## src/rtl/bound_flasher_pkg.sv

```systemverilog
// Shared types and lamp bound constants for the bound flasher controller.
package bound_flasher_pkg;

   localparam int unsigned LED_NUM = 16;

   typedef enum logic [2:0] {
      IDLE = 3'd0,
      S1   = 3'd1,
      S2   = 3'd2,
      S3   = 3'd3,
      S4   = 3'd4,
      S5   = 3'd5,
      S6   = 3'd6
   } state_t;

   typedef enum logic [1:0] {
      OP_HOLD  = 2'd0,
      OP_FILL  = 2'd1,
      OP_DRAIN = 2'd2,
      OP_CLEAR = 2'd3
   } shift_op_t;

   localparam logic [LED_NUM-1:0] LED_B5     = 16'h003F;
   localparam logic [LED_NUM-1:0] LED_B10    = 16'h07FF;
   localparam logic [LED_NUM-1:0] LED_B15    = 16'hFFFF;
   localparam logic [LED_NUM-1:0] LED_B5_OFF = 16'h001F;
   localparam logic [LED_NUM-1:0] LED_ZERO   = 16'h0000;

   // Lamp patterns at which a flick request can force an early turn-off.
   function automatic logic is_kick_point(input logic [LED_NUM-1:0] led);
      return (led == LED_B5) || (led == LED_B10);
   endfunction

endpackage

```

## src/rtl/bound_flasher_shifter.sv

```systemverilog
// Lamp register: fills from the bottom, drains from the top, holds or clears.
module bound_flasher_shifter
   import bound_flasher_pkg::*;
(
   input  logic                clk,
   input  logic                rst_n,
   input  shift_op_t           op,
   output logic [LED_NUM-1:0]  led_state
);

   always_ff @(posedge clk or negedge rst_n) begin
      if (!rst_n) begin
         led_state <= LED_ZERO;
      end else begin
         case (op)
            OP_FILL:  led_state <= {led_state[LED_NUM-2:0], 1'b1};
            OP_DRAIN: led_state <= {1'b0, led_state[LED_NUM-1:1]};
            OP_CLEAR: led_state <= LED_ZERO;
            default:  led_state <= led_state;
         endcase
      end
   end

endmodule

```

## src/rtl/bound_flasher_ctrl.sv

```systemverilog
// 16-lamp bound flasher sequencer.
// Define BOUND_FLASHER_FLICK_SYNC_EN to pass flick through a 2-flop synchronizer.
module bound_flasher_ctrl
   import bound_flasher_pkg::*;
(
   input  logic                clk,
   input  logic                rst_n,
   input  logic                flick,
   output logic [LED_NUM-1:0]  led_state
);

   logic      flick_s;
   state_t    state;
   state_t    next_state_c;
   shift_op_t op_c;
   logic      kick_c;

`ifdef BOUND_FLASHER_FLICK_SYNC_EN
   logic [1:0] flick_sync;

   always_ff @(posedge clk or negedge rst_n) begin
      if (!rst_n) begin
         flick_sync <= 2'b00;
      end else begin
         flick_sync <= {flick_sync[0], flick};
      end
   end

   assign flick_s = flick_sync[1];
`else
   assign flick_s = flick;
`endif

   // Next state and lamp step; a bound switches state and takes the new state's first step.
   always_comb begin
      next_state_c = state;
      op_c         = OP_HOLD;
      kick_c       = flick_s && is_kick_point(led_state);
      case (state)
         IDLE: begin
            if (flick_s) begin
               next_state_c = S1;
               op_c         = OP_FILL;
            end else begin
               op_c = OP_CLEAR;
            end
         end
         S1: begin
            if (led_state == LED_B5) begin
               next_state_c = S2;
               op_c         = OP_DRAIN;
            end else begin
               op_c = OP_FILL;
            end
         end
         S2: begin
            if (led_state == LED_ZERO) begin
               next_state_c = S3;
               op_c         = OP_FILL;
            end else begin
               op_c = OP_DRAIN;
            end
         end
         S3: begin
            if (kick_c) begin
               next_state_c = S2;
               op_c         = OP_DRAIN;
            end else if (led_state == LED_B10) begin
               next_state_c = S4;
               op_c         = OP_DRAIN;
            end else begin
               op_c = OP_FILL;
            end
         end
         S4: begin
            if (led_state == LED_B5_OFF) begin
               next_state_c = S5;
               op_c         = OP_FILL;
            end else begin
               op_c = OP_DRAIN;
            end
         end
         S5: begin
            if (kick_c) begin
               next_state_c = S4;
               op_c         = OP_DRAIN;
            end else if (led_state == LED_B15) begin
               next_state_c = S6;
               op_c         = OP_DRAIN;
            end else begin
               op_c = OP_FILL;
            end
         end
         S6: begin
            if (led_state == LED_ZERO) begin
               next_state_c = IDLE;
               op_c         = OP_CLEAR;
            end else begin
               op_c = OP_DRAIN;
            end
         end
         default: begin
            next_state_c = IDLE;
            op_c         = OP_CLEAR;
         end
      endcase
   end

   always_ff @(posedge clk or negedge rst_n) begin
      if (!rst_n) begin
         state <= IDLE;
      end else begin
         state <= next_state_c;
      end
   end

   bound_flasher_shifter u_shifter (
      .clk       (clk),
      .rst_n     (rst_n),
      .op        (op_c),
      .led_state (led_state)
   );

endmodule

```

## config.mk

```make
export PLATFORM = sky130hd
export DESIGN_NAME = bound_flasher_ctrl
export DESIGN_NICKNAME = d
export VERILOG_FILES = /design/src/rtl/bound_flasher_pkg.sv /design/src/rtl/bound_flasher_shifter.sv /design/src/rtl/bound_flasher_ctrl.sv
export SDC_FILE = /design/constraint.sdc
export NUM_CORES = 1
export LEC_CHECK = 0
export BUFFER_PORTS_ARGS = -buffer_cell sky130_fd_sc_hd__buf_2
export CAP_MARGIN = 20
export CORE_MARGIN = 3
export CORE_UTILIZATION = 55
export CTS_CLUSTER_SIZE = 20
export DETAILED_ROUTE_END_ITERATION = 10
export HOLD_SLACK_MARGIN = 0.05
export PLACE_DENSITY = 0.77
export SLEW_MARGIN = 20
export SYNTH_ARGS = -nofsm -noshare
export SYNTH_HDL_FRONTEND = slang
export SYNTH_HIERARCHICAL = 1
export SYNTH_SLANG_ARGS = --single-unit
```

## constraint.sdc

```tcl
create_clock -name clk -period 6.1 [get_ports clk]
set_input_delay 0.915 -clock clk [delete_from_list [all_inputs] [get_ports clk]]
set_output_delay 0.915 -clock clk [all_outputs]
set_load 0.01 [all_outputs]
```

Word-level counts from Yosys, hierarchy flattened --
Cells that the tools add are included.
Storage, ports and cells: output and inout bits 16, input port bits 3, flip-flop bits (word level) 19
Cells by class: reductions and logical operators 6, equal/unequal tests 20, mux-type cells 21
Operators with widths (count):
- $pmux W16 S3 | 1
- $mux W3 | 9
- $pmux W3 S7 | 1
- $eq A16 B11 Y1 const B | 1
- $eq A16 B16 Y1 const B | 1
- $eq A16 B5 Y1 const B | 1
- $eq A16 B6 Y1 const B | 1
- $logic_not A16 Y1 | 1
- $mux W2 | 8
- $pmux W2 S7 | 1
- $ne A2 B2 Y1 const B | 5
- $eq A3 B3 Y1 const B | 3
- $reduce_and A7 Y1 | 1
- $eq A3 B2 Y1 const B | 2
- $ne A3 B3 Y1 const B | 2
- $eq A2 B2 Y1 const B | 2
- $eq A3 B1 Y1 const B | 1
- $logic_not A3 Y1 | 1
- $reduce_bool A3 Y1 | 1
- $eq A2 B1 Y1 const B | 1
- $logic_and A1 B1 Y1 | 1
- $logic_or A1 B1 Y1 | 1
- $mux W1 | 1

Depth between registers and ports, before layout --
Gate-level depths: netlist of run 1.
word-level depth 7, gate-level depth with buffers 9

Cells and area by module --
The synthesis of run 1 kept the hierarchy.
Modules (own cells, without submodules):
- bound_flasher_shifter | times used 1, seq. area each 400.4 µm², area an instance 782.0 µm², cells an instance 69
- bound_flasher_ctrl | times used 1, seq. area each 75.1 µm², area an instance 466.7 µm², cells an instance 64

Worst setup path before layout of run 1 --
No wires, ideal clock.
path kind register -> register, start register u_shifter.led_state[14], end register u_shifter.led_state[5], arrival time 2.119 ns, setup slack 3.849 ns, stages on the path, launching flop included 9, buffers on the path 1, cell sequence dfrtp_1 -> or2_1 -> nand4b_1 -> o41ai_2 -> a32oi_1 -> or3_1 -> clkbuf_1 -> nand3b_1 -> o21ai_1
On the way: word-level cells in the longest chain between the ends 7, elaborated cells on any way between the ends 21, classes of those cells eq/ne (7); mux (10); reduce/logical (4)
RTL lines:
- from (decl) | line bound_flasher_shifter.sv:8 | output logic [LED_NUM-1:0] led_state
- from (signal assigned) | line bound_flasher_shifter.sv:16 | OP_FILL: led_state <= {led_state[LED_NUM-2:0], 1'b1};
- from (signal assigned) | line bound_flasher_shifter.sv:17 | OP_DRAIN: led_state <= {1'b0, led_state[LED_NUM-1:1]};
- from (signal assigned) | line bound_flasher_shifter.sv:19 | default: led_state <= led_state;
- $eq A16 B6 Y1 / $eq A16 B11 Y1 (equally long branches) | line bound_flasher_pkg.sv:31, bound_flasher_ctrl.sv:49, bound_flasher_ctrl.sv:68
- $logic_or A1 B1 Y1 | line bound_flasher_pkg.sv:31 | return (led == LED_B5) || (led == LED_B10);
- $logic_and A1 B1 Y1 | line bound_flasher_ctrl.sv:38 | kick_c = flick_s && is_kick_point(led_state);
- $mux W2, on equally long branches | line bound_flasher_ctrl.sv:84, bound_flasher_ctrl.sv:65
- $pmux W2 S7 * | line bound_flasher_ctrl.sv:39 | case (state)
- named net op_c[1] | line bound_flasher_ctrl.sv:15 | shift_op_t op_c;
- $eq A2 B2 Y1 / $eq A2 B1 Y1 (equally long branches) | line bound_flasher_shifter.sv:15 | case (op)
- $pmux W16 S3 / $reduce_bool A3 Y1 (equally long branches)
The timed path passes the listed nets; every way through them passes the cells marked *. A chain may end at the register's enable or synchronous reset.

Worst setup path in the final report of run 1 --
start register u_shifter.led_state[8], end register u_shifter.led_state[7]
Same word-level chain as after synthesis.

==> summary.txt, run 1 <==
Logic synthesis
  • Post-Syn Instances: 133
  • Most common cell in the synthesized netlist: dfrtp_1
  • Ranking of synthesized cells by area: dfrtp_1 (38%), mux2i_1 (12%), nand3b_1 (9.6%), o21ai_1 (5.6%), a21oi_1 (3.2%)
  • Ys async rst share: 1.00
  • Mean Syn Cell Area: 9.39 um2
  • Synth unique cells: 38
  • Seq/Total Area, Yosys: 0.381
  • Post-synth EDFFs: 0
  • Yosys warns: 6
  • Share of Yosys cell area claimed by the top area cell type: 0.381
  • Post-synthesis net count: 136
  • Synth cell count leaders: dfrtp_1 (19), nand3b_1 (16), mux2i_1 (15), o21ai_1 (14), a21oi_1 (8)
  • FF+latch count, synth: 19
  • Area leader, netlist: dfrtp_1
  • Mapped Area: 1250 um2
  • Main synth FF type: dfrtp_1

Power
  • Power Total: 0.720 mW
  • PD cells: 534 nW/um2
  • Maximum vdd drop: 0.320 mV
  • Leak Pwr: 0.616 nW

Drt
  • WL/cell: 15.8 um
  • Post-route antenna net violation count: 0
  • Vias per inst: 6.37
  • # DRC: 0
  • Vias after detailed routing: 1,095
  • DR pass1 iterations: 4
  • Initial DRC count: 22
  • Total routed wirelength: 2710 um

Layout
  • Ant. Diodes: 0
  • Post-layout util: 0.654
  • P&R area growth vs syn: 7.92%
  • Layout net count: 149
  • Layout cells sized above 1: 0.172
  • Final Cell Area: 1350 um2
  • Count of non-filler cells in the finished layout: 172

Global routing
  • Met3 usage: 0.0582
  • Initial antenna violation count: 0
  • GR Overflow Total: 0
  • Global-route wire length before repair: 4450 um
  • GR Util met1: 0.260
  • Grt met2 use: 0.365
  • Largest net degree at the start of global routing: 32
  • Vias in the first global route: 955
  • All-Layer GR Usage: 0.210
  • Gr busiest metal: met2

Worst setup path
  • FF-to-FF Start: u_shifter/led_state[8]
  • Critical Path Fanout Max: 31
  • Setup CP Type: reg -> reg
  • Crit path largest cell delay: 0.89 ns
  • CP Capture Point: u_shifter/led_state[7]
  • R2R setup slack: 3.08 ns
  • Instance count on the critical path: 7
  • Worst reg2reg path endpoint: u_shifter/led_state[7]
  • Crit-path slowest cell: a211o_1
  • Crit. End Element: register
  • Setup crit start kind: register
  • R2R depth: 7
  • Required time worst endpoint: 6.26 ns
  • Critical path buffers and inverters: 0
  • Crit-path cells: nor4_1 -> nand4b_1 -> o41ai_2 -> a2bb2oi_1 -> a211o_1 -> mux2i_1 -> o21ai_1
  • Worst path top cell family by delay: compound AO/OA/AOI/OAI gates
  • Worst setup startpoint: u_shifter/led_state[8]
  • Worst EP arrival: 3.18 ns

Clocking
  • CTS H-Tree Depth: 1
  • CTS sink count: 19
  • Worst skew pair latency: 0.31 ns
  • TritonCTS clock tree: yes
  • Cts hold-fix bufs: 0
  • Max Root-Sink Buffers: 2
  • Clk root buf: clkbuf_4
  • Resize count post-CTS: 0
  • Num CTS Buffers: 3
  • Clock-pin slew on the worst setup and hold paths: 0.11 ns
  • Postcts setup bufs: 0

Die
  • Initial Utilization: 0.606
  • Die width: 53.7 um
  • Die footprint: 2880 um2
  • Site Rows: 16
  • Core area: 2060 um2
  • IO Pins: 19
  • Die H: 53.7 um

STA
  • RSZ-0062 raised after global routing: no
  • TNS Setup: 0 ns
  • Worst rel slew slack: 0.266
  • Max Transition Viols Final: 0
  • Period minus WS final: 3.02 ns
  • Final hold slack: 0.524 ns
  • Achievable Freq: 331 MHz
  • Clock Skews: 0.00439 ns
  • Final period utilization: 0.496
  • Slew of the pin with the lowest slew margin: 1.10 ns
  • Worst setup margin: 3.08 ns
  • Final Hold Vio Count: 0
  • Final setup fails: 0

Placement
  • Placer Congestion: 0.891
  • Pre-CTS WS: 3.14 ns
  • # port buffers: 18
  • Cell Area, Placed: 1320 um2
  • Placed Cells: 168
  • Post-detail-place hpwl: 1850 um

Run
  • Max_cap viols: 0

Run status
  • Status: finished clean

Worst hold path
  • Hold crit path type: in -> async
[worst min path at each step]
stage / to
global route: u_shifter/led_state[15]
detailed placement: u_shifter/led_state[5]
floorplan: u_shifter/led_state[14]
global placement: u_shifter/led_state[5]
CTS: u_shifter/led_state[11]
finish: u_shifter/led_state[11]
[report_power, final]
| group | internal [mW] | leakage (nW) | switching [mW] |
|---|---|---|---|
| registers | 0.176 | 0.239 | 0.0874 |
| clock network | 0.0255 | 0.0150 | 0.0400 |
| logic | 0.174 | 0.363 | 0.216 |
| total | 0.376 | 0.616 | 0.344 |
[routing by layer]
| layer | part of all wire | wire [um] | vias up |
|---|---|---|---|
| li1 | - | - | 524 |
| met1 | 0.44 | 1180 | 528 |
| met2 | 0.50 | 1370 | 38 |
| met3 | 0.052 | 140 | 5 |
| met4 | 0.0085 | 23 | 0 |
| met5 | 0 | 0 | - |
[cells by family after synthesis]
logic type      share of synthesized area
mux                                 0.120
buf+inv                            0.0501
simple gates                        0.269
flops                               0.381
compound gates                      0.180
[area by class of cell]
| class | instances | area (um2) |
|---|---|---|
| Clock buffer | 4 | 26.3 |
| Fill cell | 182 | 714 |
| Inverter | 3 | 11.3 |
| Multi-Input combinational cell | 101 | 711 |
| Sequential cell | 19 | 475 |
| Tap cell | 27 | 33.8 |
| Timing Repair Buffer | 18 | 90.1 |
[placed cells by master, fill, tap and decap left out, types with 2 or more instances in the layout]
cell	instances
dfrtp_1	19
buf_2	18
nand3b_1	16
mux2i_1	15
o21ai_1	14
a21oi_1	8
nor3_1	5
nor2_1	5
nand3_1	5
nand2_1	4
inv_1	3
o21ai_0	3
nand2b_1	3
clkbuf_4	3
nor4_1	2
nand4b_1	2
or3_1	2
[sequential cells by signal, summed over array words and instances, names as in the netlist]
name and count:
state 3, u_shifter/led_state 16
No activity file was read; power rests on OpenSTA's default activity.
==> inputs of run 2 (changes only) <==
ABC_AREA = 1   (was default)
PLACE_DENSITY = 0.76   (was 0.77)
clock period = 2.82 ns   (was 6.1 ns; I/O delays follow)
==> summary.txt, run 2 <==
Placement
  • # port buffers: 18
  • Pre-CTS WS: 0.627 ns
  • Placed Cells: 255
  • Post-detail-place hpwl: 2310 um
  • Placer Congestion: 0.992

STA
  • Period minus WS final: 2.23 ns
  • Max Transition Viols Final: 0
  • TNS Setup: 0 ns
  • Final setup fails: 0
  • Clock Skews: 0.000784 ns
  • Final period utilization: 0.791
  • Achievable Freq: 448 MHz
  • Final Hold Vio Count: 0
  • Worst rel slew slack: 0.718
  • Slew of the pin with the lowest slew margin: 0.424 ns
  • RSZ-0062 raised after global routing: no
  • Worst setup margin: 0.589 ns

Global routing
  • Initial antenna violation count: 0
  • GR Overflow Total: 0
  • Vias in the first global route: 1,225
  • Largest net degree at the start of global routing: 20
  • All-Layer GR Usage: 0.216
  • Global-route wire length before repair: 5530 um

Power
  • Maximum vdd drop: 0.859 mV
  • PD cells: 1280 nW/um2
  • Leak Pwr: 0.874 nW

Drt
  • Vias per inst: 5.16
  • Post-route antenna net violation count: 0
  • Vias after detailed routing: 1,336
  • # DRC: 0
  • Initial DRC count: 68
  • WL/cell: 12.1 um
  • DR pass1 iterations: 4
  • Total routed wirelength: 3130 um

Worst setup path
  • Setup CP Type: reg -> reg
  • Crit. End Element: register
  • Required time worst endpoint: 3.06 ns
  • Critical Path Fanout Max: 16
  • Setup crit start kind: register
  • FF-to-FF Start: u_shifter/led_state[14]
  • R2R setup slack: 0.59 ns
  • Worst EP arrival: 2.47 ns
  • Worst setup startpoint: u_shifter/led_state[14]

Run status
  • Status: finished clean

Logic synthesis
  • Main synth FF type: dfrtp_1
  • Mapped Area: 1380 um2
  • Mean Syn Cell Area: 6.49 um2
  • Most common cell in the synthesized netlist: nand2_1
  • Post-Syn Instances: 213
  • Ys async rst share: 1.00
  • Ranking of synthesized cells by area: dfrtp_1 (34%), nand2_1 (30%), nand2_2 (5.9%), nor2_1 (5.4%), nand3_1 (4.3%)
  • Post-synthesis net count: 216
  • Synth unique cells: 23
  • Yosys warns: 6
  • Area leader, netlist: dfrtp_1
  • Synth cell count leaders: nand2_1 (111), nor2_1 (20), dfrtp_1 (19), nand2_2 (13), nand3_1 (12)
  • Share of Yosys cell area claimed by the top area cell type: 0.344
  • Seq/Total Area, Yosys: 0.344
  • FF+latch count, synth: 19
  • Post-synth EDFFs: 0

Clocking
  • Num CTS Buffers: 3
  • Max Root-Sink Buffers: 2
  • Clock-pin slew on the worst setup and hold paths: 0.11 ns
  • TritonCTS clock tree: yes
  • CTS sink count: 19
  • Resize count post-CTS: 0
  • Cts hold-fix bufs: 0
  • Postcts setup bufs: 0
  • Clk root buf: clkbuf_4
  • Worst skew pair latency: 0.29 ns
  • CTS H-Tree Depth: 1

Die
  • Core area: 2300 um2
  • Die width: 56.1 um
  • Site Rows: 17
  • IO Pins: 19
  • Die H: 56.1 um
  • Initial Utilization: 0.602
  • Die footprint: 3150 um2

Layout
  • Layout cells sized above 1: 0.212
  • Layout net count: 235
  • Top reg by flops: u_shifter/led_state
  • Post-layout util: 0.646
  • Number of fill cells: 208
  • Largest regs: u_shifter/led_state: 16 flops, state: 3 flops
  • Most common cell after layout, fill and taps aside: nand2_1
  • Count of non-filler cells in the finished layout: 259
  • P&R area growth vs syn: 7.33%
  • Ant. Diodes: 0
  • Largest register FFs: 16
  • Commonest cells after routing, fill and taps aside: nand2_1 (111), nor2_1 (20), dfrtp_1 (19)

Run
  • Max_cap viols: 0

Worst hold path
  • Hold crit path type: in -> async
## run 2: cell families after synthesis
kind of cell    Yosys count  share of synthesized area
compound gates            4                     0.0172
simple gates            172                      0.557
buf+inv                  18                     0.0814
flops                    19                      0.344
## run 2: critical path: stages (launching register included)
cell and delay, ns:
dfrtp_1 0.47, nor2_2 0.14, nand2_2 0.09, nor2_4 0.20
nand2_1 0.08, nand2_1 0.12, nor2_1 0.07, nor3_2 0.17
nand3_1 0.18, inv_4 0.22, nand2_8 0.13, inv_6 0.16
nand2_2 0.05, nand2_1 0.08
## run 2: cell type report
| class | count | area, um2 | share of cell area |
|---|---|---|---|
| inverter | 14 | 62.6 | 0.0422 |
| clock buffer | 4 | 26.3 | 0.0177 |
| sequential | 19 | 475 | 0.320 |
| multi-input combinational | 176 | 795 | 0.535 |
| timing repair buffer | 18 | 90.1 | 0.0607 |
| tap | 28 | 35.0 | 0.0236 |
## run 2: layer usage
layer	part of all wire	track usage	wire length, um
met1	0.48	0.310	1490
met2	0.46	0.331	1450
met3	0.056	0.0325	176
met4	0.0048	0.0678	15
met5	0	0	0
## run 2: through the flow
step / hold WS (ns) / total power [mW] / instance area [um2]
5_1_grt: 0.0655 / 2.10 / 1480
2_1_floorplan: 0.127 / 1.57 / 1380
4_1_cts: 0.0504 / 1.89 / 1480
3_5_place_dp: 0.386 / 1.75 / 1460
3_3_place_gp: 0.378 / 1.71 / 1460
6_report: 0.0443 / 1.89 / 1480
## run 2: path summary, 6_finish.rpt
check | end | cells after the start
worst min register to register | state[1] | 2
worst max register to register | u_shifter/led_state[2] | 13
min in group clk | state[1] | 2
max in group asynchronous | u_shifter/led_state[3] | 1
worst min-delay path | u_shifter/led_state[7] | 1
worst max-delay path | u_shifter/led_state[2] | 13
## run 2: where the power goes
group	switching, mW	leakage, nW	internal [mW]	total [mW]
clock	0.0867	0.0150	0.0550	0.142
combinational	0.801	0.620	0.383	1.18
sequential	0.179	0.239	0.388	0.567
total	1.07	0.874	0.826	1.89
==> inputs of run 3 (changes only) <==
clock period = 2.25 ns   (was 2.82 ns; I/O delays follow)
==> summary.txt, run 3 (synthesized netlist as in run 2, its figures left out) <==
Run status
  • Status: finished clean

Global routing
  • Largest net degree at the start of global routing: 20
  • Initial antenna violation count: 0
  • Met3 usage: 0.0325
  • Grt met2 use: 0.331
  • Vias in the first global route: 1,231
  • Global-route wire length before repair: 5530 um
  • All-Layer GR Usage: 0.216
  • GR Util met1: 0.310
  • Gr busiest metal: met2
  • GR Overflow Total: 0

Worst setup path
  • R2R setup slack: 0.19 ns
  • Worst EP arrival: 2.30 ns
  • Crit-path cells: nor2_1 -> nand2_1 -> nor2_4 -> nand2_1 -> nand2_1 -> nor2_1 -> nor3_2 -> nand3_2 -> clkinv_4 -> nand2_8 -> inv_8 -> nand2_2 -> nand2_1
  • Most frequent CP cell: nand2_1
  • Crit path largest cell delay: 0.46 ns
  • FF-to-FF Start: u_shifter/led_state[8]
  • Critical Path Fanout Max: 16
  • Worst reg2reg path endpoint: u_shifter/led_state[2]
  • R2R depth: 13
  • Crit. End Element: register
  • Required time worst endpoint: 2.49 ns
  • Setup crit start kind: register
  • Crit-path slowest cell: dfrtp_1
  • Setup CP Type: reg -> reg

Clocking
  • Clk root buf: clkbuf_4
  • Max Root-Sink Buffers: 2
  • Clock-pin slew on the worst setup and hold paths: 0.11 ns
  • Num CTS Buffers: 3
  • TritonCTS clock tree: yes
  • CTS sink count: 19
  • Worst skew pair latency: 0.29 ns
  • CTS H-Tree Depth: 1

Layout
  • Seq. cell area: 480 um2
  • Largest register FFs: 16
  • Ant. Diodes: 0
  • Largest regs: u_shifter/led_state: 16 flops, state: 3 flops
  • Commonest cells after routing, fill and taps aside: nand2_1 (111), nor2_1 (20), buf_2 (18)
  • Most common cell after layout, fill and taps aside: nand2_1
  • Layout net count: 246
  • Top reg by flops: u_shifter/led_state
  • Number of fill cells: 191
  • P&R area growth vs syn: 14.8%
  • Layout cells sized above 1: 0.264
  • Area of the multi-input gates: 800 um2

STA
  • Clock Skews: 0.00253 ns
  • Final period utilization: 0.917
  • Final Hold Vio Count: 0
  • Slew of the pin with the lowest slew margin: 0.426 ns
  • TNS Setup: 0 ns
  • Final hold slack: 0.496 ns
  • Max Transition Viols Final: 0
  • Final setup fails: 0
  • Worst rel slew slack: 0.716
  • Achievable Freq: 485 MHz
  • Period minus WS final: 2.06 ns

Worst hold path
  • Hold crit path type: in -> async

Drt
  • DR pass1 iterations: 4
  • Vias after detailed routing: 1,423
  • Post-route antenna net violation count: 0
  • Total routed wirelength: 3290 um
  • Initial DRC count: 34
  • # DRC: 0
  • WL/cell: 12.2 um
  • Vias per inst: 5.27

Run
  • Max_cap viols: 0

Die
  • Site Rows: 17
  • IO Pins: 19
  • Die H: 56.1 um
  • Core area: 2300 um2
  • Initial Utilization: 0.602
  • Die width: 56.1 um
  • Die footprint: 3150 um2

Power
  • PD cells: 1650 nW/um2
  • Maximum vdd drop: 1.09 mV
  • Leak Pwr: 0.928 nW

Placement
  • Placer Congestion: 0.992
  • # port buffers: 18
  • Post-detail-place hpwl: 2310 um
==> run 3: worst max-delay path: cells and delay by family, from the launching register on <==
family	cells	cell delay, ns
buffers and inverters	2	0.27
AND/OR/NAND/NOR	11	1.29
flip-flops	1	0.46
==> run 3: per-layer routing <==
metal  wire, um  part of all wire
met3        177             0.054
met5          0                 0
met2       1580              0.48
met1       1520              0.46
met4         15            0.0046
==> run 3: cell type report <==
cell class | count | share of cell area
clock buffers | 4 | 0.0166
multi-input cells | 176 | 0.504
flip-flops and latches | 19 | 0.303
well taps | 28 | 0.0221
repair buffers | 29 | 0.110
inverters | 14 | 0.0442
==> run 3: what timing repair did <==
action / CTS / global route
hold buffers: 1 / 0
endpoints found under the hold margin: 19 / 0
buffers inserted: 0 / 10
setup endpoints to repair: 0 / 15
gates resized for setup: 0 / 8
==> run 3: report_power, final <==
part / switching (mW) / internal (mW)
combinational: 1.07 / 0.649
clock: 0.109 / 0.0689
sequential: 0.225 / 0.492
total: 1.40 / 1.21
==> run 3: how the worst max path moves through the flow <==
stage / start / endpoint / slack, ns / depth (start not counted)
4_1_cts: u_shifter/led_state[14] / u_shifter/led_state[2] / 0.03 / 13
3_5_place_dp: u_shifter/led_state[14] / u_shifter/led_state[2] / 0.06 / 13
3_3_place_gp: u_shifter/led_state[14] / u_shifter/led_state[10] / 0.08 / 13
6_report: u_shifter/led_state[8] / u_shifter/led_state[2] / 0.19 / 13
5_1_grt: u_shifter/led_state[10] / u_shifter/led_state[2] / -0.08 / 13
2_1_floorplan: u_shifter/led_state[14] / u_shifter/led_state[13] / 0.33 / 13
==> run 3: through the flow <==
step	total power, mW	cell area [um2]	setup WS [ns]	cells	util
detailed placement	2.19	1460	0.0567	255	0.635
global route	2.89	1590	-0.0759	270	0.691
CTS	2.38	1490	0.0257	260	0.650
floorplan	1.96	1380	0.327	213	-
finish	2.61	1590	0.187	270	0.691
global placement	2.15	1460	0.0808	255	0.635
